## src/rtl/matrix_scan_ctrl.sv

```systemverilog
// matrix_scan_ctrl
//   Row-scan controller for the 7x5 LED matrix. A double-buffered frame store
//   is filled through the write port (back bank) while the front bank is
//   multiplexed onto rowOut/colOut one row at a time, each row preceded by a
//   blanking gap. Front/back swaps commit only on frame boundaries (or right
//   away while idle), so a frame never tears.
//
// Ports
//   CLK, reset        clock, async active-high reset
//   enable            1 = scan running, 0 = dark/idle
//   wr_en/wr_row/
//   wr_data           back-bank row write (wr_row >= ROWS ignored)
//   swap_req          swap request pulse (held pending until commit)
//   swap_ack          one-cycle pulse when a swap commits
//   frame_start       one-cycle pulse on entry to BLANK of row 0
//   scan_row          row currently in BLANK/DRIVE
//   rowOut/colOut     matrix drive lines (registered)
//
// state    | meaning
// ---------+-------------------------------------------------
// ST_IDLE  | scan stopped, all lines inactive, swaps commit at once
// ST_BLANK | all lines inactive before row scan_row
// ST_DRIVE | row scan_row driven with its latched pixel data
module matrix_scan_ctrl #(
  parameter int   ROWS   = 7,
  parameter int   COLS   = 5,
  parameter int   DWELL  = 50000,
  parameter int   BLANK  = 200,
  parameter logic ROW_ON = 1'b1,
  parameter logic COL_ON = 1'b0
) (
  input  logic            CLK,
  input  logic            reset,
  input  logic            enable,
  input  logic            wr_en,
  input  logic [2:0]      wr_row,
  input  logic [COLS-1:0] wr_data,
  input  logic            swap_req,
  output logic            swap_ack,
  output logic            frame_start,
  output logic [2:0]      scan_row,
  output logic [ROWS-1:0] rowOut,
  output logic [COLS-1:0] colOut
);

  localparam logic [1:0] ST_IDLE  = 2'd0;
  localparam logic [1:0] ST_BLANK = 2'd1;
  localparam logic [1:0] ST_DRIVE = 2'd2;

  localparam int MAXC = (DWELL > BLANK) ? DWELL : BLANK;
  localparam int CW   = $clog2(MAXC + 1);
  localparam logic [CW-1:0] BLANK_LD = CW'(BLANK - 1);
  localparam logic [CW-1:0] DWELL_LD = CW'(DWELL - 1);
  localparam logic [2:0]    LAST_ROW = 3'(ROWS - 1);

  logic [1:0]      state_q, state_d;
  logic [CW-1:0]   cnt_q, cnt_d;
  logic [2:0]      scan_row_q, scan_row_d;
  logic [COLS-1:0] row_lat_q, row_lat_d;
  logic            front_q, front_d;
  logic            pending_q, pending_d;
  logic            swap_ack_q, swap_ack_d;
  logic            frame_start_q, frame_start_d;
  logic [ROWS-1:0] row_out_q, row_out_d;
  logic [COLS-1:0] col_out_q, col_out_d;
  logic [COLS-1:0] bank0_q [ROWS];
  logic [COLS-1:0] bank0_d [ROWS];
  logic [COLS-1:0] bank1_q [ROWS];
  logic [COLS-1:0] bank1_d [ROWS];
  logic            commit;

  always_comb begin
    state_d       = state_q;
    cnt_d         = cnt_q;
    scan_row_d    = scan_row_q;
    row_lat_d     = row_lat_q;
    front_d       = front_q;
    pending_d     = pending_q | swap_req;
    swap_ack_d    = 1'b0;
    frame_start_d = 1'b0;
    bank0_d       = bank0_q;
    bank1_d       = bank1_q;
    commit        = 1'b0;

    case (state_q)
      ST_IDLE: begin
        scan_row_d = '0;
        cnt_d      = '0;
        commit     = pending_q;
        if (enable) begin
          state_d       = ST_BLANK;
          cnt_d         = BLANK_LD;
          frame_start_d = 1'b1;
        end
      end
      ST_BLANK: begin
        if (cnt_q == '0) begin
          state_d   = ST_DRIVE;
          cnt_d     = DWELL_LD;
          // Row data is frozen here so a later swap cannot alter this row.
          row_lat_d = front_q ? bank1_q[scan_row_q] : bank0_q[scan_row_q];
        end else begin
          cnt_d = cnt_q - CW'(1);
        end
      end
      ST_DRIVE: begin
        if (cnt_q == '0) begin
          state_d = ST_BLANK;
          cnt_d   = BLANK_LD;
          if (scan_row_q == LAST_ROW) begin
            scan_row_d    = '0;
            frame_start_d = 1'b1;
            commit        = pending_q;
          end else begin
            scan_row_d = scan_row_q + 3'd1;
          end
        end else begin
          cnt_d = cnt_q - CW'(1);
        end
      end
      default: state_d = ST_IDLE;
    endcase

    if (!enable) begin
      state_d       = ST_IDLE;
      cnt_d         = '0;
      scan_row_d    = '0;
      frame_start_d = 1'b0;
      // Boundary commits need a running scan; idle commits do not.
      if (state_q != ST_IDLE) commit = 1'b0;
    end

    if (commit) begin
      front_d    = ~front_q;
      pending_d  = swap_req;   // a request in the commit cycle waits for the next boundary
      swap_ack_d = 1'b1;
    end

    // Writes target the back bank as seen before any swap this cycle.
    if (wr_en && (32'(wr_row) < ROWS)) begin
      if (front_q) bank0_d[wr_row] = wr_data;
      else         bank1_d[wr_row] = wr_data;
    end

    row_out_d = {ROWS{~ROW_ON}};
    col_out_d = {COLS{~COL_ON}};
    if (state_d == ST_DRIVE) begin
      row_out_d[scan_row_d] = ROW_ON;
      for (int c = 0; c < COLS; c++)
        col_out_d[c] = row_lat_d[c] ? COL_ON : ~COL_ON;
    end
  end

  always_ff @(posedge CLK or posedge reset) begin
    if (reset) begin
      state_q       <= ST_IDLE;
      cnt_q         <= '0;
      scan_row_q    <= '0;
      row_lat_q     <= '0;
      front_q       <= 1'b0;
      pending_q     <= 1'b0;
      swap_ack_q    <= 1'b0;
      frame_start_q <= 1'b0;
      row_out_q     <= {ROWS{~ROW_ON}};
      col_out_q     <= {COLS{~COL_ON}};
      bank0_q       <= '{default: '0};
      bank1_q       <= '{default: '0};
    end else begin
      state_q       <= state_d;
      cnt_q         <= cnt_d;
      scan_row_q    <= scan_row_d;
      row_lat_q     <= row_lat_d;
      front_q       <= front_d;
      pending_q     <= pending_d;
      swap_ack_q    <= swap_ack_d;
      frame_start_q <= frame_start_d;
      row_out_q     <= row_out_d;
      col_out_q     <= col_out_d;
      bank0_q       <= bank0_d;
      bank1_q       <= bank1_d;
    end
  end

  assign swap_ack    = swap_ack_q;
  assign frame_start = frame_start_q;
  assign scan_row    = scan_row_q;
  assign rowOut      = row_out_q;
  assign colOut      = col_out_q;

endmodule

```

## config.mk

```make
export PLATFORM = sky130hd
export DESIGN_NAME = matrix_scan_ctrl
export DESIGN_NICKNAME = d
export VERILOG_FILES = /design/src/rtl/matrix_scan_ctrl.sv
export SDC_FILE = /design/constraint.sdc
export NUM_CORES = 1
export LEC_CHECK = 0
export CAP_MARGIN = 15
export CORE_MARGIN = 8
export CORE_UTILIZATION = 60
export DETAILED_ROUTE_END_ITERATION = 10
export PLACE_DENSITY = 0.9
export REMOVE_ABC_BUFFERS = 1
export SYNTH_ARGS = -nofsm -noshare
export SYNTH_HDL_FRONTEND = slang
export SYNTH_SLANG_ARGS = --single-unit
```

## constraint.sdc

```tcl
create_clock -name CLK -period 5.3 [get_ports CLK]
set_input_delay 1.06 -clock CLK [delete_from_list [all_inputs] [get_ports CLK]]
set_output_delay 1.06 -clock CLK [all_outputs]
set_load 0.01 [all_outputs]
```

==> out/qor.yml <==
outcome: "finished clean"
synth.avg_cell_area_um2: 12.7
post-place-ws_ns: 1.86
cts_tree: "built"
synth_ff_type: "dfrtp_1"
r2r_cells: 5
yosys-top-cells-count: "dfrtp_1, mux2_2, nor2_1, nand2_1, clkbuf_1"
synth-xor-area-share_pct: 0.801
yosys.area_share.simple_pct: 12.1
register_area_mm2: 0.00281
insertion_delay_ns: 0.39
yosys_warnings: 0
grt_pass1_vias: 3973
critPathSlowestCell: "dfrtp_1"
synthTopCellsByArea: "dfrtp_1, mux2_2, mux4_2"
tns_ns: 0
ant_nets: 0
grt_max_degree: 88
track_usage_pct: 19.9
tightest_slew_ns: 0.856
final_hold_viol_count: 0
m1WireLength_um: 4930
skew_ns: 0.0135
period_needed_ns: 3.05
overflow: 0
rr_startpoint: "scan_row[0]$_DFF_PP0_"
crit_fanout: 22
antenna_found_initial: 0
seq_area_frac_synth_pct: 51.4
grt_pass1_wl_um: 20200
top_layer: "met4"
max_stage_delay_ns: 0.91
syn_inst: 429
drive_above_1_share_pct: 29.4
cts_root_buf: "clkbuf_8"
area_growth_pct: 11.2
initial_core_util_pct: 60.6
synth_area_mm2: 0.00547
hold_path_end: "pending_q$_DFF_PP0_"
nets: 470
diodes: 0
fin_ws_ns: 2.25
fin_area_mm2: 0.00608
rsz0062_at_grt: "no"
synthMuxAreaShare_pct: 22.7
clock_sink_count: 112
fin_crit_sh_pct: 57.5
num_vias: 3759
crit_path_end_kind: "output pin"
synthAdderAreaFrac_pct: 1.37
arrival_ns: 1.99
maxCapViolCount: 0
synth_top_area_share_pct: 49.0
r2r_slack_ns: 2.55
synth_area_leader_cell: "dfrtp_1"
leakagePower_uw: 0.00252
dp_hpwl_um: 8030
min_from: "pending_q$_DFF_PP0_"
crit_buf_inv: 1
fillCellCount: 617
wl_um: 12100
drc_errors: 0
firstDrtPassIters: 7
synth_edf_count: 0
cts_resized: 0
drt-initial-drc-count: 297
die_area_mm2: 0.0124
htreeDepth: 3
io_buffers: 29
yosysMostFrequentCell: "dfrtp_1"
wl_per_cell_um: 21.3
maxSlewViolCount: 0
ios: 30
required_ns: 4.24
ys_seq_elements: 112
final-setup-viol-count: 0
cts.clk_slew.worst_paths_ns: 0.11
crit_family: "flip-flops"
core_mm2: 0.00902
critical_path_class: "register to output pin"
timing.rr.end: "colOut[4]$_DFF_PP1_"
vias_per_cell: 6.63
met3_length_um: 832
synth_top_family_by_area: "multiplexers"
numCtsBuffers: 9
synth_cell_type_count: 67
dpl-instance-area_mm2: 0.00582
post_cts_buffers: 0
power_density_mw_per_mm2: 520
cts_buffer_depth: 2
critPathLaunchType: "register"
multi_input_area_mm2: 0.00252
die_w_um: 111
synth_compound_area_share_pct: 9.18
max_freq_ghz: 0.328
relSlewSlack_pct: 43.0
async_reset_ff_share_pct: 100
worstHoldPathType: "register to register"
wl_met2_um: 5970
hold_depth: 1
gp_congestion: 0.900
hold_buffers: 0
die_h_um: 111
cp_cell_sequence: "clkdlybuf4s50_1"
vdd_ir_drop_max_mv: 0.286
rows: 35
[metal layers]
layer	GRT usage, %	vias to the layer above
met5	0	-
met4	8.62	0
met3	4.52	33
met2	32.7	192
met1	24.5	1904
li1	-	1630
[kinds of logic (layout without fill, tap and decap cells)]
| group | Yosys count | in the layout |
|---|---|---|
| AO/OA/AOI/OAI | 68 | 68 |
| XOR/XNOR | 5 | 5 |
| adder cells (fa/ha/maj) | 6 | 6 |
| buffers and inverters | 32 | 59 |
| flip-flops | 112 | 112 |
| multiplexers | 98 | 98 |
| AND/OR/NAND/NOR | 108 | 108 |
[where the power goes]
group | internal, uW | leakage, uW | total [uW] | switching [uW]
Sequential | 1190 | 0.00140 | 1430 | 239
Combinational | 581 | 0.00101 | 1170 | 587
Clock | 239 | 0.000115 | 567 | 328
Total | 2010 | 0.00252 | 3160 | 1150
[through the flow]
stage | utilization, % | total power [uW] | hold WS, ns | instances
finish | 67.4 | 3160 | 0.495 | 567
global placement | 64.5 | 2470 | 0.457 | 549
floorplan | - | 2250 | 0.441 | 407
CTS | 67.0 | 3140 | 0.506 | 565
global route | 67.4 | 3330 | 0.521 | 567
detailed placement | 64.5 | 2560 | 0.475 | 549
[worst max path at each step]
stage | cells after the start | to | start
2_1_floorplan | 1 | bank0_q[0]$_DFFE_PP0P_ | reset
3_3_place_gp | 6 | cnt_q[11]$_DFFE_PP0P_ | enable
3_5_place_dp | 6 | cnt_q[11]$_DFFE_PP0P_ | enable
4_1_cts | 1 | scan_row[0] | scan_row[0]$_DFF_PP0_
5_1_grt | 1 | scan_row[0] | scan_row[0]$_DFF_PP0_
6_report | 1 | scan_row[1] | scan_row[1]$_DFF_PP0_
[cell usage in the layout, fill, tap and decap left out, drive strengths merged, types with 3 or more instances in the layout]
cell           instances
nand3b                 5
clkdlybuf4s50         29
a31oi                  4
or3                    5
dfrtp                107
o2bb2ai                4
nor2b                  7
nor4b                  3
ha                     6
a21o                   7
nand3                  4
buf                    4
nor3                   6
nand2                 22
mux4                  13
nand2b                 9
xnor2                  3
a21oi                 15
clkbuf                 9
nor4                   5
a221oi                 3
or4                    3
mux2i                  6
nor2                  27
inv                   14
dfstp                  5
mux2                  79
o31ai                  4
and4b                  3
o21ai                  9
[sequential cells by signal (all words and copies together), names as in the netlist]
name	flops
scan_row	3
row_lat_q	5
swap_ack	1
pending_q	1
front_q	1
colOut	5
state_q	2
cnt_q	16
rowOut	7
frame_start	1
bank1_q	35
bank0_q	35
[final cells by class]
cell class / count / share of cell area (%)
clock buffers: 9 / 2.04
inverters: 10 / 0.658
well taps: 111 / 2.28
flip-flops and latches: 112 / 46.2
clock inverters: 7 / 1.77
repair buffers: 33 / 5.56
multi-input cells: 285 / 41.5
Power figures use the tool's default switching activity.
